## src/rtl/load_mem_ctrl_pkg.sv

```systemverilog
// load_mem_ctrl_pkg: shared memory-access control codes, size encodings and load helpers
// Holds the SB/SH/SW store codes next to the LB/LBU/LH/LHU/LW load codes,
// the data_size encodings, and small decode helpers used by the load path.
package load_mem_ctrl_pkg;

    localparam logic [5:0] SB_CONTROL  = 6'h01;
    localparam logic [5:0] SH_CONTROL  = 6'h02;
    localparam logic [5:0] SW_CONTROL  = 6'h03;
    localparam logic [5:0] LB_CONTROL  = 6'h04;
    localparam logic [5:0] LBU_CONTROL = 6'h05;
    localparam logic [5:0] LH_CONTROL  = 6'h06;
    localparam logic [5:0] LHU_CONTROL = 6'h07;
    localparam logic [5:0] LW_CONTROL  = 6'h08;

    localparam logic [1:0] SIZE_BYTE = 2'd0;
    localparam logic [1:0] SIZE_HALF = 2'd1;
    localparam logic [1:0] SIZE_WORD = 2'd2;

    function automatic logic isLoadCtrl(input logic [5:0] ctrl);
        return ctrl == LB_CONTROL || ctrl == LBU_CONTROL || ctrl == LH_CONTROL ||
               ctrl == LHU_CONTROL || ctrl == LW_CONTROL;
    endfunction

    function automatic logic [1:0] ctrlSize(input logic [5:0] ctrl);
        return (ctrl == LW_CONTROL) ? SIZE_WORD :
               (ctrl == LH_CONTROL || ctrl == LHU_CONTROL) ? SIZE_HALF : SIZE_BYTE;
    endfunction

    function automatic logic misaligned(input logic [5:0] ctrl, input logic [1:0] off);
        return (ctrl == LW_CONTROL) ? (off != 2'b00) :
               (ctrl == LH_CONTROL || ctrl == LHU_CONTROL) ? off[0] : 1'b0;
    endfunction

endpackage

```

## src/rtl/load_mem_ctrl_extract.sv

```systemverilog
// load_extract: selects the addressed byte/halfword lane of a read word and extends it
// Ports: ctrl (load code), offset (byte offset addr[1:0]), rdata (read word),
//        result (sign/zero-extended load value). Lane 0 is the most significant byte.
module load_extract
    import load_mem_ctrl_pkg::*;
(
    input  logic [5:0]  ctrl,
    input  logic [1:0]  offset,
    input  logic [31:0] rdata,
    output logic [31:0] result
);

    logic [7:0]  laneByte;
    logic [15:0] laneHalf;

    always_comb begin
        laneByte = offset[1] ? (offset[0] ? rdata[7:0] : rdata[15:8])
                             : (offset[0] ? rdata[23:16] : rdata[31:24]);
        laneHalf = offset[1] ? rdata[15:0] : rdata[31:16];
        result   = (ctrl == LB_CONTROL)  ? {{24{laneByte[7]}}, laneByte} :
                   (ctrl == LBU_CONTROL) ? {24'd0, laneByte} :
                   (ctrl == LH_CONTROL)  ? {{16{laneHalf[15]}}, laneHalf} :
                   (ctrl == LHU_CONTROL) ? {16'd0, laneHalf} : rdata;
    end

endmodule

```

## src/rtl/load_mem_ctrl.sv

```systemverilog
// load_mem_ctrl: M-stage load controller over an sram-like req/addr_ok/data_ok read port
// Ports: clk/resetn (sync active-low); ld_valid/ld_ctrl/ld_addr load request from M;
//        flush kills the in-flight load; data_* is the memory read handshake;
//        ld_result/ld_done registered W-stage result; ld_stall freezes IF..M;
//        adel/badvaddr report a misaligned load address.
module load_mem_ctrl
    import load_mem_ctrl_pkg::*;
#(
    parameter int AW = 32,
    parameter int DW = 32
) (
    input  logic          clk,
    input  logic          resetn,
    input  logic          ld_valid,
    input  logic [5:0]    ld_ctrl,
    input  logic [AW-1:0] ld_addr,
    input  logic          flush,
    output logic          data_req,
    output logic [AW-1:0] data_addr,
    output logic [1:0]    data_size,
    input  logic          data_addr_ok,
    input  logic          data_data_ok,
    input  logic [DW-1:0] data_rdata,
    output logic [31:0]   ld_result,
    output logic          ld_done,
    output logic          ld_stall,
    output logic          adel,
    output logic [AW-1:0] badvaddr
);

    typedef enum logic [1:0] {IDLE, ADDR, DATA, DRAIN} stateT;

    stateT         stateQ, stateD;
    logic [5:0]    ctrlQ;
    logic [AW-1:0] addrQ;
    logic [1:0]    sizeQ;
    logic [31:0]   extracted;
    logic          isLoad, start, misStart;

    load_extract uExtract (
        .ctrl   (ctrlQ),
        .offset (addrQ[1:0]),
        .rdata  (data_rdata),
        .result (extracted)
    );

    assign isLoad    = ld_valid && isLoadCtrl(ld_ctrl);
    // ld_done blocks a restart so the still-asserted ld_valid of the retiring load is ignored
    assign start     = isLoad && !flush && !ld_done;
    assign misStart  = misaligned(ld_ctrl, ld_addr[1:0]);
    assign data_req  = stateQ == ADDR;
    assign data_addr = addrQ;
    assign data_size = sizeQ;

    always_comb begin
        stateD   = stateQ;
        ld_stall = 1'b0;
        case (stateQ)
            IDLE: begin
                ld_stall = start && !misStart;
                stateD   = (start && !misStart) ? ADDR : IDLE;
            end
            ADDR: begin
                ld_stall = 1'b1;
                stateD   = flush ? (data_addr_ok ? DRAIN : IDLE) : (data_addr_ok ? DATA : ADDR);
            end
            DATA: begin
                ld_stall = 1'b1;
                stateD   = data_data_ok ? IDLE : (flush ? DRAIN : DATA);
            end
            default: begin
                ld_stall = isLoad;
                stateD   = data_data_ok ? IDLE : DRAIN;
            end
        endcase
    end

    always_ff @(posedge clk) begin
        if (!resetn) begin
            stateQ    <= IDLE;
            ctrlQ     <= '0;
            addrQ     <= '0;
            sizeQ     <= '0;
            ld_result <= '0;
            ld_done   <= 1'b0;
            adel      <= 1'b0;
            badvaddr  <= '0;
        end else begin
            stateQ  <= stateD;
            ld_done <= 1'b0;
            adel    <= 1'b0;
            if (stateQ == IDLE && start && misStart) begin
                adel     <= 1'b1;
                badvaddr <= ld_addr;
            end
            if (stateQ == IDLE && start && !misStart) begin
                ctrlQ <= ld_ctrl;
                addrQ <= ld_addr;
                sizeQ <= ctrlSize(ld_ctrl);
            end
            if (stateQ == DATA && data_data_ok && !flush) begin
                ld_result <= extracted;
                ld_done   <= 1'b1;
            end
        end
    end

endmodule

```

## config.mk

```make
export PLATFORM = sky130hd
export DESIGN_NAME = load_mem_ctrl
export DESIGN_NICKNAME = d
export VERILOG_FILES = /design/src/rtl/load_mem_ctrl_pkg.sv /design/src/rtl/load_mem_ctrl_extract.sv /design/src/rtl/load_mem_ctrl.sv
export SDC_FILE = /design/constraint.sdc
export NUM_CORES = 1
export LEC_CHECK = 0
export ABC_AREA = 1
export BUFFER_PORTS_ARGS = -buffer_cell sky130_fd_sc_hd__buf_2
export CAP_MARGIN = 10
export CORE_MARGIN = 8
export CORE_UTILIZATION = 30
export DETAILED_ROUTE_END_ITERATION = 10
export PLACE_DENSITY = 0.52
export REMOVE_ABC_BUFFERS = 1
export SYNTH_ARGS = -nofsm -noshare
export SYNTH_HDL_FRONTEND = slang
export SYNTH_HIERARCHICAL = 1
export SYNTH_SLANG_ARGS = --single-unit
```

## constraint.sdc

```tcl
create_clock -name clk -period 2.7 [get_ports clk]
set_clock_uncertainty 0.2 [all_clocks]
set_input_delay 0.675 -clock clk [delete_from_list [all_inputs] [get_ports clk]]
set_output_delay 0.675 -clock clk [all_outputs]
set_load 0.02 [all_outputs]
```

# Yosys cells after proc, flatten, opt, wreduce, memory -nomap -nowiden
# Index checks and enable logic that the tools add are counted.
[op_classes]
eq_ne = 11
mux = 23
reduce_logical = 20
[op_table]
columns = ["op", "count"]
rows = [
  ["$mux W32", 4],
  ["$eq A6 B3 Y1 const B", 8],
  ["$mux W8", 3],
  ["$mux W16", 1],
  ["$mux W2", 6],
  ["$logic_and A1 B1 Y1", 9],
  ["$mux W1", 7],
  ["$eq A6 B4 Y1 const B", 1],
  ["$pmux W2 S3", 1],
  ["$logic_or A1 B1 Y1", 5],
  ["$logic_not A1 Y1", 3],
  ["$eq A2 B1 Y1 const B", 1],
  ["$eq A2 B2 Y1 const B", 1],
  ["$logic_not A2 Y1", 1],
  ["$pmux W1 S2", 1],
  ["$reduce_bool A2 Y1", 1],
  ["$reduce_or A2 Y1", 1],
]
[word_totals]
regBits = 108
input_bits = 76
out_inout_bits = 102
wordCells = 62

# Logic depth before layout (Yosys ltp)
[depth]
depth_word = 11
mapped_depth = 10
ltp_nobuf = 10

# Cells and area by module
# The synthesis kept the hierarchy.
[by_module_without_submodules]
columns = ["module", "instances", "cells_per_inst", "area_each_um2", "seq_area_each_um2"]
rows = [
  ["load_mem_ctrl", 1, 493, 3854.9, 2162.1],
  ["load_extract", 1, 219, 1128.6, 0.0],
]

# Least setup slack after synthesis
# Ideal clock, no wire load.
[synth_path]
path_kind = "input port to output port"
from = "input port ld_ctrl[5]"
to = "output port ld_stall"
t_arrival_ns = 1.848
required_ns = 1.825
path_slack_ns = -0.023
path_stages = 8
path_buffers = 1
path_cell_list = "nor2_2 nand3_1 nand2_1 nand3_2 nor2_4 inv_2 buf_4 a21oi_1"
[synth_via]
elab_chain_len = 10
elab_cells_between_ends = 18
classes_between = "5 x eq/ne; 3 x mux; 10 x reduce/logical"
[synth_lines]
columns = ["item", "line", "source"]
rows = [
  ["start, declared", "load_mem_ctrl.sv:15", "input logic [5:0] ld_ctrl,"],
  ["$eq A6 B3 Y1", "load_mem_ctrl_pkg.sv:20", "return ctrl == LB_CONTROL || ctrl == LBU_CONTROL || ctrl == LH_CONTROL ||"],
  ["$logic_or A1 B1 Y1 (3 in series)", "load_mem_ctrl_pkg.sv:20", ""],
  ["$logic_or A1 B1 Y1", "load_mem_ctrl_pkg.sv:21", "ctrl == LHU_CONTROL || ctrl == LW_CONTROL;"],
  ["$logic_and A1 B1 Y1", "load_mem_ctrl.sv:47", "assign isLoad = ld_valid && isLoadCtrl(ld_ctrl);"],
  ["$logic_and A1 B1 Y1 (2 in series)", "load_mem_ctrl.sv:49", "assign start = isLoad && !flush && !ld_done;"],
  ["$logic_and A1 B1 Y1", "load_mem_ctrl.sv:60", "ld_stall = start && !misStart;"],
  ["$pmux W1 S2 (*)", "load_mem_ctrl.sv:58", "case (stateQ)"],
  ["end, declared", "load_mem_ctrl.sv:26", "output logic ld_stall,"],
]
# Mark *: on every way between the ends. The rest lies on a longest branch, timed or not.

# Worst setup path after layout
# Same ends and word-level chain as after synthesis.

==> flow_summary.yaml <==
outcome:
  status: "finished clean"
floorplan:
  die_h_um: 144.9
  num_rows: 47
  fp.dieW_um: 144.9
  fp.dieArea_um2: 20990
  core_area_um2: 16410
  start_util: 0.3037
  io_pins: 178
placed_design:
  dp_hpwl_mm: 11.79
  port_buffers: 177
  place.gp.congestion: 0.8256
setup_path:
  crit_path_start_kind: "input port"
  cp.required_ns: 1.82
  cp_data_arrival_time_ns: 1.66
  criticalPathCategory: "input port to primary output"
  worst_setup_path_end_kind: "primary output"
  path_max_fanout: 4
sta:
  finalSetupViolCount: 0
  fin_crit_ns: 2.537
  relSlewSlack: 0.7019
  hold-worst-slack_ns: 0.2754
  rsz0062_at_grt: "false"
  worstMarginPinSlew_ns: 0.4471
  timing.fmax_mhz: 394.1
  maxSlewViolCount: 0
  period_share: 0.9397
  fin_tns_setup_ns: 0
  hold_violations: 0
clocking:
  cts.sinks: 108
  cts_tree: "built"
  cts_resized: 0
  clk_pin_slew_ns: 0.07
  post-cts-setup-buffer-count: 0
  cts_hold_buf: 0
  root_buffer: "clkbuf_16"
  numCtsBuffers: 9
  htreeDepth: 3
  insertion_delay_ns: 0.35
  clockBufferDepth: 2
global_routing:
  track_usage: 0.1502
  grt_pass1_vias: 4825
  overflow: 0
  grt_max_degree: 43
  grt_pass1_wl_mm: 25.02
  grt_antenna_before_repair: 2
synthesis:
  ys_types: 32
  ys_seq_area_frac: 0.4338
  synth-seq-cells: 108
  synthesis.area_um2: 4984
  synth-xor-area-share: 0
  synth_top_family_by_area: "simple AND/OR/NAND/NOR gates"
  syn_avg_cell_area_um2: 6.999
  synth_compound_area_frac: 0.1865
  muxShareOfSynthArea: 0
  postSynthCellCount: 712
  yosys.area.top_type: "dfxtp_1"
  synth_simple_gate_area_frac: 0.2837
  synthAdderAreaFrac: 0.01004
  synth_top_cell_area_share: 0.4338
  ys_warn_count: 6
  synth_area_leaders: "dfxtp_1, nor2_1, o21ai_0"
drt:
  wl_per_cell_um: 14.41
  drt-total-wl_mm: 15.88
  drc: 0
  first_pass_iters: 5
  antenna_left: 0
  dr.first_iter.drc_count: 284
  vias: 5009
  post_drt_via_cell_ratio: 4.545
layout:
  nets: 957
  drive_above_1_share: 0.2937
  utilization: 0.3898
  final_common_cell: "nor2_1"
  num_antenna_cells: 0
  mostFrequentLayoutCells: "nor2_1, buf_2, o21ai_0"
  area_delta_synth_final_pct: 28.32
pwr:
  power-per-cell-area_nw_per_um2: 507.3
  ir_drop_mv: 0.2762
  leakage_nw: 3.372
worst_hold_path:
  hold_class: "register to register"
job:
  maxCapViolations: 0
[synth_stat cells (all sizes together)]
| cell | number |
|---|---|
| inv | 52 |
| buf | 28 |
| o21bai | 1 |
| nand4 | 3 |
| nand3 | 21 |
| clkbuf | 15 |
| o211ai | 3 |
| or2 | 1 |
| a21oi | 24 |
| nand3b | 1 |
| nor3b | 1 |
| ha | 4 |
| o21ai | 140 |
| nor2 | 217 |
| nand2 | 93 |
| dfxtp | 108 |
[sequential cells by signal (all words and copies together), names as in the netlist]
| name | flops |
|---|---|
| ctrlQ | 6 |
| ld_result | 32 |
| stateQ | 2 |
| data_addr | 32 |
| badvaddr | 32 |
| adel | 1 |
| data_size | 2 |
| ld_done | 1 |
[cell families after synthesis]
family                     Yosys count
AOI/OAI and AO/OA                  168
adders and majority gates            4
buffers and inverters               95
DFF                                108
and+or+nand+nor                    337
[worst paths after layout]
path	slack, ns	to	startpoint	cells after the start
min	0.28	ctrlQ[5]	ctrlQ[5]	2
max reg2reg	0.67	ld_result[6]	ctrlQ[2]	9
min reg2reg	0.28	ctrlQ[5]	ctrlQ[5]	2
max	0.16	ld_stall	ld_ctrl[5]	9
[where the power goes]
group          total [mW]  switching (mW)  leakage (nW)  internal (mW)
logic               0.247           0.149          2.35         0.0987
registers            1.61         0.00633         0.870           1.60
clock network        1.39           0.652         0.150          0.737
total                3.24           0.807          3.37           2.44
[metal layers]
| metal | global-route usage | vias to the layer above | part of all wire |
|---|---|---|---|
| li1 | - | 2589 | - |
| met1 | 0.1916 | 2221 | 0.45 |
| met2 | 0.2264 | 178 | 0.41 |
| met3 | 0.06070 | 17 | 0.12 |
| met4 | 0.04600 | 4 | 0.014 |
| met5 | 0 | - | 0.0014 |
[critical path, stage by stage]
cell and delay (ns):
buf_2 0.11, nor2_4 0.16, nand3_1 0.10, nand2_1 0.10, nand3_2 0.10, nor2_4 0.10, inv_2 0.04, a21oi_1 0.10
buf_2 0.17
[metrics by stage]
stage	setup slack [ns]	cells	cell area (µm²)	total power, mW
after floorplan	-0.4625	669	4753	1.760
after global placement	0.09998	1086	6077	1.896
after detailed placement	0.09478	1086	6077	1.894
after CTS	0.09514	1102	6385	3.296
after global routing	0.06013	1102	6395	3.383
final	0.1629	1102	6395	3.244
[layout make-up]
class	count	area [µm²]
multi-input cells	509	2404
clock buffers	9	225.2
inverters	52	197.7
fillers	1798	10010
repair buffers	197	1049
well taps	220	275.3
flip-flops and latches	108	2162
clock inverters	7	82.58
No activity file was read; power rests on OpenSTA's default activity.
